<file path="src/rtl/sd_ctrl_pkg.sv">
// Shared types and field widths for the SD host command path.
package sd_ctrl_pkg;

    localparam int CMD_IDX_W = 6;
    localparam int CMD_ARG_W = 32;
    localparam int RESP_W    = 38;

    typedef enum logic [2:0] {
        S_IDLE,
        S_ISSUE,
        S_RELEASE,
        S_WAIT_RSP,
        S_ACK_RSP,
        S_ACK_DONE,
        S_RETRY_CHK,
        S_REPORT
    } state_e;

    typedef enum logic [1:0] {
        ST_OK      = 2'b00,
        ST_TIMEOUT = 2'b01,
        ST_ERROR   = 2'b10
    } status_e;

    typedef struct packed {
        logic                 no_resp;
        logic [CMD_IDX_W-1:0] index;
        logic [CMD_ARG_W-1:0] argument;
    } cmd_entry_t;

    localparam int CMD_ENTRY_W = $bits(cmd_entry_t);

endpackage

</file>
<file path="src/rtl/sd_cmd_fifo.sv">
// Command queue: DEPTH-entry synchronous FIFO with occupancy count and
// a combinational read of the head entry.
module sd_cmd_fifo
    import sd_ctrl_pkg::*;
#(
    parameter int DEPTH = 4
) (
    input  logic                   clk_i,
    input  logic                   rst_ni,
    input  logic                   push_i,
    input  logic [CMD_ENTRY_W-1:0] wdata_i,
    input  logic                   pop_i,
    output logic [CMD_ENTRY_W-1:0] rdata_o,
    output logic                   full_o,
    output logic                   empty_o,
    output logic [$clog2(DEPTH):0] count_o
);

    localparam int AW = $clog2(DEPTH);

    logic [CMD_ENTRY_W-1:0] mem_q [DEPTH];
    logic [AW-1:0]          wptr_q, rptr_q;
    logic [AW:0]            count_q;
    logic                   do_push, do_pop;

    assign full_o  = (count_q == (AW+1)'(DEPTH));
    assign empty_o = (count_q == '0);
    assign count_o = count_q;
    assign rdata_o = mem_q[rptr_q];

    // Push only checks fullness, so a push alongside a pop at count<DEPTH is fine.
    assign do_push = push_i && !full_o;
    assign do_pop  = pop_i && !empty_o;

    always_ff @(posedge clk_i) begin
        if (do_push) mem_q[wptr_q] <= wdata_i;
    end

    always_ff @(posedge clk_i or negedge rst_ni) begin
        if (!rst_ni) begin
            wptr_q  <= '0;
            rptr_q  <= '0;
            count_q <= '0;
        end else begin
            if (do_push) wptr_q <= wptr_q + AW'(1);
            if (do_pop)  rptr_q <= rptr_q + AW'(1);
            case ({do_push, do_pop})
                2'b10:   count_q <= count_q + (AW+1)'(1);
                2'b01:   count_q <= count_q - (AW+1)'(1);
                default: count_q <= count_q;
            endcase
        end
    end

endmodule

</file>
<file path="src/rtl/sd_cmd_sequencer.sv">
// Host-side SD command sequencer: queues commands, issues them to the phy over
// a four-phase handshake, collects responses under timeout and retries failures.
module sd_cmd_sequencer #(
    parameter int DEPTH          = 4,
    parameter int TIMEOUT_CYCLES = 1024,
    parameter int MAX_RETRY      = 2,
    parameter int RESP_W         = 38
) (
    input  logic                   iClock_host,
    input  logic                   iReset_n,
    input  logic                   iCmd_valid,
    output logic                   oCmd_ready,
    input  logic [5:0]             iCmd_index,
    input  logic [31:0]            iCmd_argument,
    input  logic                   iCmd_no_resp,
    output logic                   oStrobe_out,
    output logic [5:0]             oCmd_index,
    output logic [31:0]            oCmd_argument,
    input  logic                   iAck_in,
    input  logic                   iStrobe_in,
    input  logic [RESP_W-1:0]      iResponse,
    input  logic                   iResp_error,
    output logic                   oAck_out,
    output logic                   oRsp_valid,
    input  logic                   iRsp_ready,
    output logic [5:0]             oRsp_index,
    output logic [RESP_W-1:0]      oRsp_data,
    output logic [1:0]             oRsp_status,
    output logic                   oBusy,
    output logic [$clog2(DEPTH):0] oQueue_count
);

    import sd_ctrl_pkg::*;

    localparam int TW = $clog2(TIMEOUT_CYCLES);
    localparam int RW = $clog2(MAX_RETRY + 2);

    state_e              state_q;
    cmd_entry_t          cmd_q, head_s, push_s;
    logic [TW-1:0]       timer_q;
    logic [RW-1:0]       retry_q;
    logic                err_q;
    logic                strobe_q, ack_q, rsp_valid_q, busy_q;
    logic [1:0]          status_q;
    logic [RESP_W-1:0]   rsp_data_q;
    logic                fifo_full, fifo_empty, fifo_pop;
    logic [CMD_ENTRY_W-1:0] fifo_rdata;

    assign push_s   = {iCmd_no_resp, iCmd_index, iCmd_argument};
    assign head_s   = cmd_entry_t'(fifo_rdata);
    assign fifo_pop = (state_q == S_IDLE) && !fifo_empty;

    sd_cmd_fifo #(.DEPTH(DEPTH)) u_fifo (
        .clk_i   (iClock_host),
        .rst_ni  (iReset_n),
        .push_i  (iCmd_valid),
        .wdata_i (push_s),
        .pop_i   (fifo_pop),
        .rdata_o (fifo_rdata),
        .full_o  (fifo_full),
        .empty_o (fifo_empty),
        .count_o (oQueue_count)
    );

    assign oCmd_ready    = !fifo_full;
    assign oStrobe_out   = strobe_q;
    assign oAck_out      = ack_q;
    assign oRsp_valid    = rsp_valid_q;
    assign oBusy         = busy_q;
    assign oCmd_index    = cmd_q.index;
    assign oCmd_argument = cmd_q.argument;
    assign oRsp_index    = cmd_q.index;
    assign oRsp_data     = rsp_data_q;
    assign oRsp_status   = status_q;

    always_ff @(posedge iClock_host or negedge iReset_n) begin
        if (!iReset_n) begin
            state_q     <= S_IDLE;
            cmd_q       <= '0;
            timer_q     <= '0;
            retry_q     <= '0;
            err_q       <= 1'b0;
            strobe_q    <= 1'b0;
            ack_q       <= 1'b0;
            rsp_valid_q <= 1'b0;
            busy_q      <= 1'b0;
            status_q    <= ST_OK;
            rsp_data_q  <= '0;
        end else begin
            case (state_q)
                S_IDLE: if (!fifo_empty) begin
                    cmd_q    <= head_s;
                    retry_q  <= '0;
                    strobe_q <= 1'b1;
                    busy_q   <= 1'b1;
                    state_q  <= S_ISSUE;
                end
                S_ISSUE: if (iAck_in) begin
                    strobe_q <= 1'b0;
                    state_q  <= S_RELEASE;
                end
                S_RELEASE: if (!iAck_in) begin
                    if (cmd_q.no_resp) begin
                        status_q    <= ST_OK;
                        rsp_data_q  <= '0;
                        rsp_valid_q <= 1'b1;
                        state_q     <= S_REPORT;
                    end else begin
                        timer_q <= '0;
                        state_q <= S_WAIT_RSP;
                    end
                end
                // A response in the last timer cycle takes priority over timeout.
                S_WAIT_RSP: begin
                    if (iStrobe_in) begin
                        rsp_data_q <= iResponse;
                        err_q      <= iResp_error;
                        ack_q      <= 1'b1;
                        state_q    <= S_ACK_RSP;
                    end else if (timer_q == TW'(TIMEOUT_CYCLES - 1)) begin
                        status_q   <= ST_TIMEOUT;
                        rsp_data_q <= '0;
                        state_q    <= S_RETRY_CHK;
                    end else begin
                        timer_q <= timer_q + TW'(1);
                    end
                end
                S_ACK_RSP: if (!iStrobe_in) begin
                    ack_q   <= 1'b0;
                    state_q <= S_ACK_DONE;
                end
                S_ACK_DONE: begin
                    if (err_q) begin
                        status_q <= ST_ERROR;
                        state_q  <= S_RETRY_CHK;
                    end else begin
                        status_q    <= ST_OK;
                        rsp_valid_q <= 1'b1;
                        state_q     <= S_REPORT;
                    end
                end
                S_RETRY_CHK: begin
                    if (int'(retry_q) < MAX_RETRY) begin
                        retry_q  <= retry_q + RW'(1);
                        strobe_q <= 1'b1;
                        state_q  <= S_ISSUE;
                    end else begin
                        rsp_valid_q <= 1'b1;
                        state_q     <= S_REPORT;
                    end
                end
                S_REPORT: if (iRsp_ready) begin
                    rsp_valid_q <= 1'b0;
                    busy_q      <= 1'b0;
                    state_q     <= S_IDLE;
                end
                default: state_q <= S_IDLE;
            endcase
        end
    end

endmodule

</file>
<file path="config.mk">
export PLATFORM = sky130hd
export DESIGN_NAME = sd_cmd_sequencer
export DESIGN_NICKNAME = d
export VERILOG_FILES = /design/src/rtl/sd_ctrl_pkg.sv /design/src/rtl/sd_cmd_fifo.sv /design/src/rtl/sd_cmd_sequencer.sv
export SDC_FILE = /design/constraint.sdc
export NUM_CORES = 1
export LEC_CHECK = 0
export CORE_MARGIN = 1.5
export CORE_UTILIZATION = 57
export CTS_CLUSTER_DIAMETER = 30
export DETAILED_ROUTE_END_ITERATION = 16
export PLACE_DENSITY = 0.85
export RECOVER_POWER = 100
export SLEW_MARGIN = 0
export SYNTH_ARGS = -nofsm -noshare
export SYNTH_HDL_FRONTEND = slang
export SYNTH_SLANG_ARGS = --single-unit
export TNS_END_PERCENT = 10
</file>
<file path="constraint.sdc">
create_clock -name iClock_host -period 4.3 [get_ports iClock_host]
set_clock_uncertainty 0.15 [all_clocks]
set_input_delay 0.86 -clock iClock_host [delete_from_list [all_inputs] [get_ports iClock_host]]
set_output_delay 0.86 -clock iClock_host [all_outputs]
set_load 0.05 [all_outputs]
</file>
# Word level (Yosys, flattened, before mapping)
# Memory sizes are Yosys's and may differ from the RTL's. A register that Yosys moved wholly into a read port is not among the register bits.
# Cells that the tools add are included.
dict set report word_totals {
  ramBits 156
  memories 1
  regBits 67
}
dict set report classes {
  n_eq_ne 26
  reduce_logical 27
  bitwise_logic 1
  addsub 6
  magnitude_cmp 1
  mux 47
}
# memory depth word_bits rd rd_ports_with_merged_regs write_ports line_no
set memory_table {}
lappend memory_table {u_fifo.mem_q 4 39 1 1 1 sd_cmd_fifo.sv:21} ;# logic [CMD_ENTRY_W-1:0] mem_q [DEPTH];
# cell n
set ops {}
lappend ops {{$mux W38} 4}
lappend ops {{$pmux W38 S2} 1}
lappend ops {{$mux W10} 4}
lappend ops {{$ne A2 B2 Y1 const B} 14}
lappend ops {{$mux W3} 9}
lappend ops {{$pmux W3 S8} 1}
lappend ops {{$pmux W10 S2} 1}
lappend ops {{$eq A3 B3 Y1 const B} 5}
lappend ops {{$mux W2} 7}
lappend ops {{$mux W1} 13}
lappend ops {{$reduce_and A6 Y1} 2}
lappend ops {{$add A10 B1 Y10 const B} 1}
lappend ops {{$eq A10 B10 Y1 const B} 1}
lappend ops {{$reduce_and A5 Y1} 2}
lappend ops {{$reduce_bool A2 Y1} 5}
lappend ops {{$reduce_and A3 Y1} 3}
lappend ops {{$reduce_and A4 Y1} 2}
lappend ops {{$add A2 B1 Y2 const B} 3}
lappend ops {{$eq A3 B2 Y1 const B} 2}
lappend ops {{$logic_not A3 Y1} 2}
lappend ops {{$pmux W2 S3} 1}
lappend ops {{$pmux W3 S2} 1}
lappend ops {{$reduce_bool A3 Y1} 2}
lappend ops {{$pmux W1 S2} 2}
lappend ops {{15 further kinds} 20}

# Longest topological paths before layout
dict set report logic_depth {
  word_depth 6
  ltp_mapped 10
  mapped_depth_nobuf 10
}

# Cells and area by module
# From an unflattened synthesis, not the netlist that was laid out.
dict set report unflattened {
  cells_unflattened 599
  hier_area_um2 10503.8
}
# mod instances area_each_um2 seq_area_each_um2 cells_each
set modules_own_cells {}
lappend modules_own_cells {sd_cmd_fifo 1 6099.6 4859.7 241}
lappend modules_own_cells {sd_cmd_sequencer 1 4404.2 2477.4 358}

# Worst setup path after synthesis
# Ideal clock, no wire load.
dict set report synth_path {
  path_kind {flip-flop to flip-flop}
  from {register u_fifo.count_q[0], in the netlist u_fifo.count_o[0]}
  to {memory u_fifo.mem_q[0][0] (netlist name) (enable)}
  required_time_ns 3.750
  setup_time_ns 0.400
  arrival_ns 2.422
  slack_ns 1.328
  stages_incl_launch_ff 4
  path_buffers 0
  synth_period_minus_slack_ns 2.972
  path_cell_list {dfrtp_1 -> inv_1 -> nand3_1 -> and3_1}
}
dict set report synth_between {
  elab_chain_len 5
}
# item line_no
set synth_lines {}
lappend synth_lines {{start, declared} sd_cmd_fifo.sv:23} ;# logic [AW:0] count_q;
lappend synth_lines {{start signal, assigned} sd_cmd_fifo.sv:48} ;# 2'b10: count_q <= count_q + (AW+1)'(1);
lappend synth_lines {{start signal, assigned} sd_cmd_fifo.sv:49} ;# 2'b01: count_q <= count_q - (AW+1)'(1);
lappend synth_lines {{start signal, assigned} sd_cmd_fifo.sv:50} ;# default: count_q <= count_q;
lappend synth_lines {{$eq A3 B3 Y1} sd_cmd_fifo.sv:26} ;# assign full_o = (count_q == (AW+1)'(DEPTH));
lappend synth_lines {{$logic_not A1 Y1} -}
lappend synth_lines {{via oCmd_ready} sd_cmd_sequencer.sv:12} ;# output logic oCmd_ready,
lappend synth_lines {{$logic_and A1 B1 Y1} sd_cmd_fifo.sv:32} ;# assign do_push = push_i && !full_o;
lappend synth_lines {{$mux W1} sd_cmd_fifo.sv:36} ;# if (do_push) mem_q[wptr_q] <= wdata_i;
lappend synth_lines {{$mux W1 (not written as such)} sd_cmd_fifo.sv:36}
lappend synth_lines {{end, declared} sd_cmd_fifo.sv:21}
# The timed path passes the listed nets, and every way through them passes these cells.

# Worst setup path in the final report
dict set report layout_path {
  from {register state_q[0]}
  to {register err_q}
}
dict set report layout_between {
  elab_chain_len 2
}
# item line_no
set layout_lines {}
lappend layout_lines {{start, declared} sd_cmd_sequencer.sv:38} ;# state_e state_q;
lappend layout_lines {{start signal, assigned} sd_cmd_sequencer.sv:78} ;# state_q <= S_IDLE;
lappend layout_lines {{start signal, assigned} sd_cmd_sequencer.sv:96} ;# state_q <= S_ISSUE;
lappend layout_lines {{start signal, assigned} sd_cmd_sequencer.sv:100} ;# state_q <= S_RELEASE;
lappend layout_lines {{$eq A3 B2 Y1} sd_cmd_sequencer.sv:90} ;# case (state_q)
lappend layout_lines {{$reduce_and A2 Y1 (no source line)} -}
lappend layout_lines {{end signal, assigned} sd_cmd_sequencer.sv:117} ;# err_q <= iResp_error;
lappend layout_lines {{end, declared} sd_cmd_sequencer.sv:42} ;# logic err_q;
# No other way between the ends.
# A chain may end at the register's enable or synchronous reset.

==> results.json <==
{
  "status": "finished, violations left",
  "violations": "capacitance limit, slew limit",
  "core_area_sq_um": 18000,
  "area_growth_pct": 31.2,
  "cp-start-kind": "register",
  "drt-initial-drc-count": 500,
  "initial_utilization_pct": 58.1,
  "dr_total_vias": 6024,
  "cp_max_fo": 39,
  "syn_nets": 695,
  "pre_cts_ws_ps": 1110,
  "grt_pass1_vias": 6416,
  "die-area_sq_um": 19200,
  "swShare_pct": 36.8,
  "firstDrtPassIters": 5,
  "end_kind": "register",
  "cts.clk_slew.worst_paths_ps": 50,
  "internal_power_uw": 7750,
  "rows": 49,
  "drive_above_1_share_pct": 22.2,
  "max_freq_mhz": 299,
  "maxCapViolCount": 6,
  "tns_ps": 0,
  "critPathArrivalTime_ps": 3600,
  "rrSetupSlack_ps": 960,
  "yosysTopAreaCellShare_pct": 44.7,
  "cts_tree": "yes",
  "yosysTopAreaCell": "edfxtp_1",
  "postLayoutCellArea_sq_um": 13700,
  "setup_ws_ps": 958,
  "grt_first_pass_wirelength_mm": 36.1,
  "post_cts_buffers": 0,
  "mostFrequentLayoutCell": "edfxtp_1",
  "die_x_um": 139,
  "syn-cell-area_sq_um": 10500,
  "synth-edff-count": 156,
  "fin_crit_ps": 3340,
  "wl_per_cell_um": 21.9,
  "placed_area_sq_um": 12100,
  "grt_overflow": 0,
  "yosys-top-cells-area": "edfxtp_1 (45%), dfrtp_1 (25%), mux4_2 (8.4%)",
  "hold_buffers": 0,
  "die_height_um": 139,
  "track_usage_pct": 24.4,
  "slew_headroom_pct": -37.5,
  "crit_chain": "and3_1 > and2_1 > clkbuf_1 > mux2_2",
  "place_congestion": 0.890,
  "fin_nets": 851,
  "dpl.cell_count": 941,
  "n_fill_cell": 991,
  "ys_warn_count": 0,
  "min-delay-path-class": "register to register",
  "yosysSeqAreaShare_pct": 70.0,
  "portBuffers": 175,
  "worst_pin_slew_ps": 2060,
  "numCtsBuffers": 46,
  "antenna_found_initial": 3,
  "fin_crit_sh_pct": 77.7,
  "grt_max_degree": 43,
  "r2r_start": "state_q[0]",
  "p_switching_uw": 4510,
  "drc_errors": 0,
  "crit_family": "buffers and inverters",
  "required_ps": 4560,
  "cp_slowest_cell": "clkbuf_1",
  "htree_levels": 2,
  "setup_viol": 0,
  "p_seq_share_pct": 33.5,
  "crit_path_start": "state_q[0]",
  "dpl.hpwl_mm": 13.4,
  "cts-resized-gates": 0,
  "cts.sinks": 262,
  "synth.distinct_cells": 53,
  "via_per_inst": 5.85,
  "irDropWorstVdd_v": 0.000686,
  "layoutNonFillerInstCount": 1029,
  "antenna_left": 0,
  "rsz0062_at_grt": "false",
  "comb_power_share_pct": 34.9,
  "clk_latency_ps": 530,
  "async_flop_share_pct": 40.5,
  "slowest_delay_ps": 1230,
  "synth_cells": 604,
  "power_density_nw_per_um2": 892,
  "p_leak_uw": 0.00530,
  "cp_num_buf_inv": 1,
  "cts_root_buffer": "clkbuf_16",
  "drt-total-wl_mm": 22.5,
  "synth_area_per_cell_sq_um": 17.3,
  "clockBufferDepth": 3,
  "ys_seq_elements": 262,
  "holdCritStartpoint": "oRsp_data[18]",
  "worstSetupPathType": "register to register",
  "slew_violations": 233,
  "hold_violations": 0,
  "layout_common_cells": "edfxtp_1 (156), dlygate4sd3_1 (133), dfrtp_1 (104)",
  "synth_ff_type": "edfxtp_1",
  "clkPwrFrac_pct": 31.6,
  "top_level_ports": 176
}
-- stage by stage --
stage | power [uW] | util (%) | hold WS (ps)
5_1_grt | 12800 | 76.2 | 358
6_report | 12300 | 76.3 | 343
4_1_cts | 12600 | 76.4 | 114
2_1_floorplan | 7440 | - | 309
3_5_place_dp | 8580 | 67.0 | 325
3_3_place_gp | 8400 | 67.0 | 327
-- Yosys cell counts (3+ instances only) --
master and n:
dfrtp_1 106, nor2_1 9, nand3_2 3, ha_1 6, a22o_1 40, o21ai_0 17
buf_6 3, clkbuf_1 10, mux4_2 39, buf_2 15, nand2_1 17, xor2_1 3
o21a_1 4, a31oi_1 3, nor3b_1 3, nor3_1 8, inv_1 12, xnor2_1 3
and3_1 7, mux2_2 43, a21oi_1 8, edfxtp_1 156, buf_4 45, nand3_1 9
-- registers in the layout, summed over array words and instances, names as in the netlist --
signal / cells
oCmd_argument: 32
state_q: 3
timer_q: 10
oRsp_valid: 1
oRsp_data: 38
u_fifo.rptr_q: 2
retry_q: 2
err_q: 1
u_fifo.mem_q: 156
oBusy: 1
oAck_out: 1
u_fifo.count_o: 3
oRsp_status: 2
u_fifo.wptr_q: 2
oStrobe_out: 1
oCmd_index: 6
cmd_q: 1
-- final cells by class --
type,instances,area [sq um],area share (%)
Inverter,12,45.0,0.328
Tap cell,229,287,2.08
Antenna cell,2,5.00,0.0364
Clock buffer,52,1260,9.15
Timing Repair Buffer,181,1780,12.9
Clock inverter,34,437,3.18
Sequential cell,262,7340,53.4
Multi-Input combinational cell,257,2600,18.9
-- cell families (layout without fill, tap and decap cells) --
logic type      Yosys count  after routing  synth area share (%)
xor+xnor                  6              6                 0.502
mux                      85             85                  13.3
flops                   262            262                  70.0
compound gates           88             88                  6.39
other cells               0              2                     0
fa+ha+maj                 7              7                 0.908
buf+inv                  85            279                  5.05
simple gates             71             71                  3.82
-- power groups by stage --
stage	registers (uW)	logic (uW)	clock network, uW
detailed placement	4140	4430	0
floorplan	4520	2920	0
CTS	4140	4490	3930
global placement	4090	4310	0
global route	4220	4510	4040
finish	4110	4280	3870
-- per-layer routing --
layer / routed length (um) / vias up / GRT usage [%]
li1: - / 2633 / -
met1: 8740 / 3034 / 30.9
met2: 11700 / 301 / 41.5
met3: 1600 / 54 / 6.04
met4: 533 / 2 / 8.59
met5: 12 / - / 0
-- worst paths after layout --
path | end | cells past startpoint
worst max-delay path | err_q | 4
worst min-delay path | oRsp_data[18] | 1
worst max register to register | err_q | 4
worst min register to register | oRsp_data[18] | 1
max in group asynchronous | oRsp_data[20] | 2
min in group asynchronous | oRsp_data[5] | 1
Power figures use the tool's default switching activity.
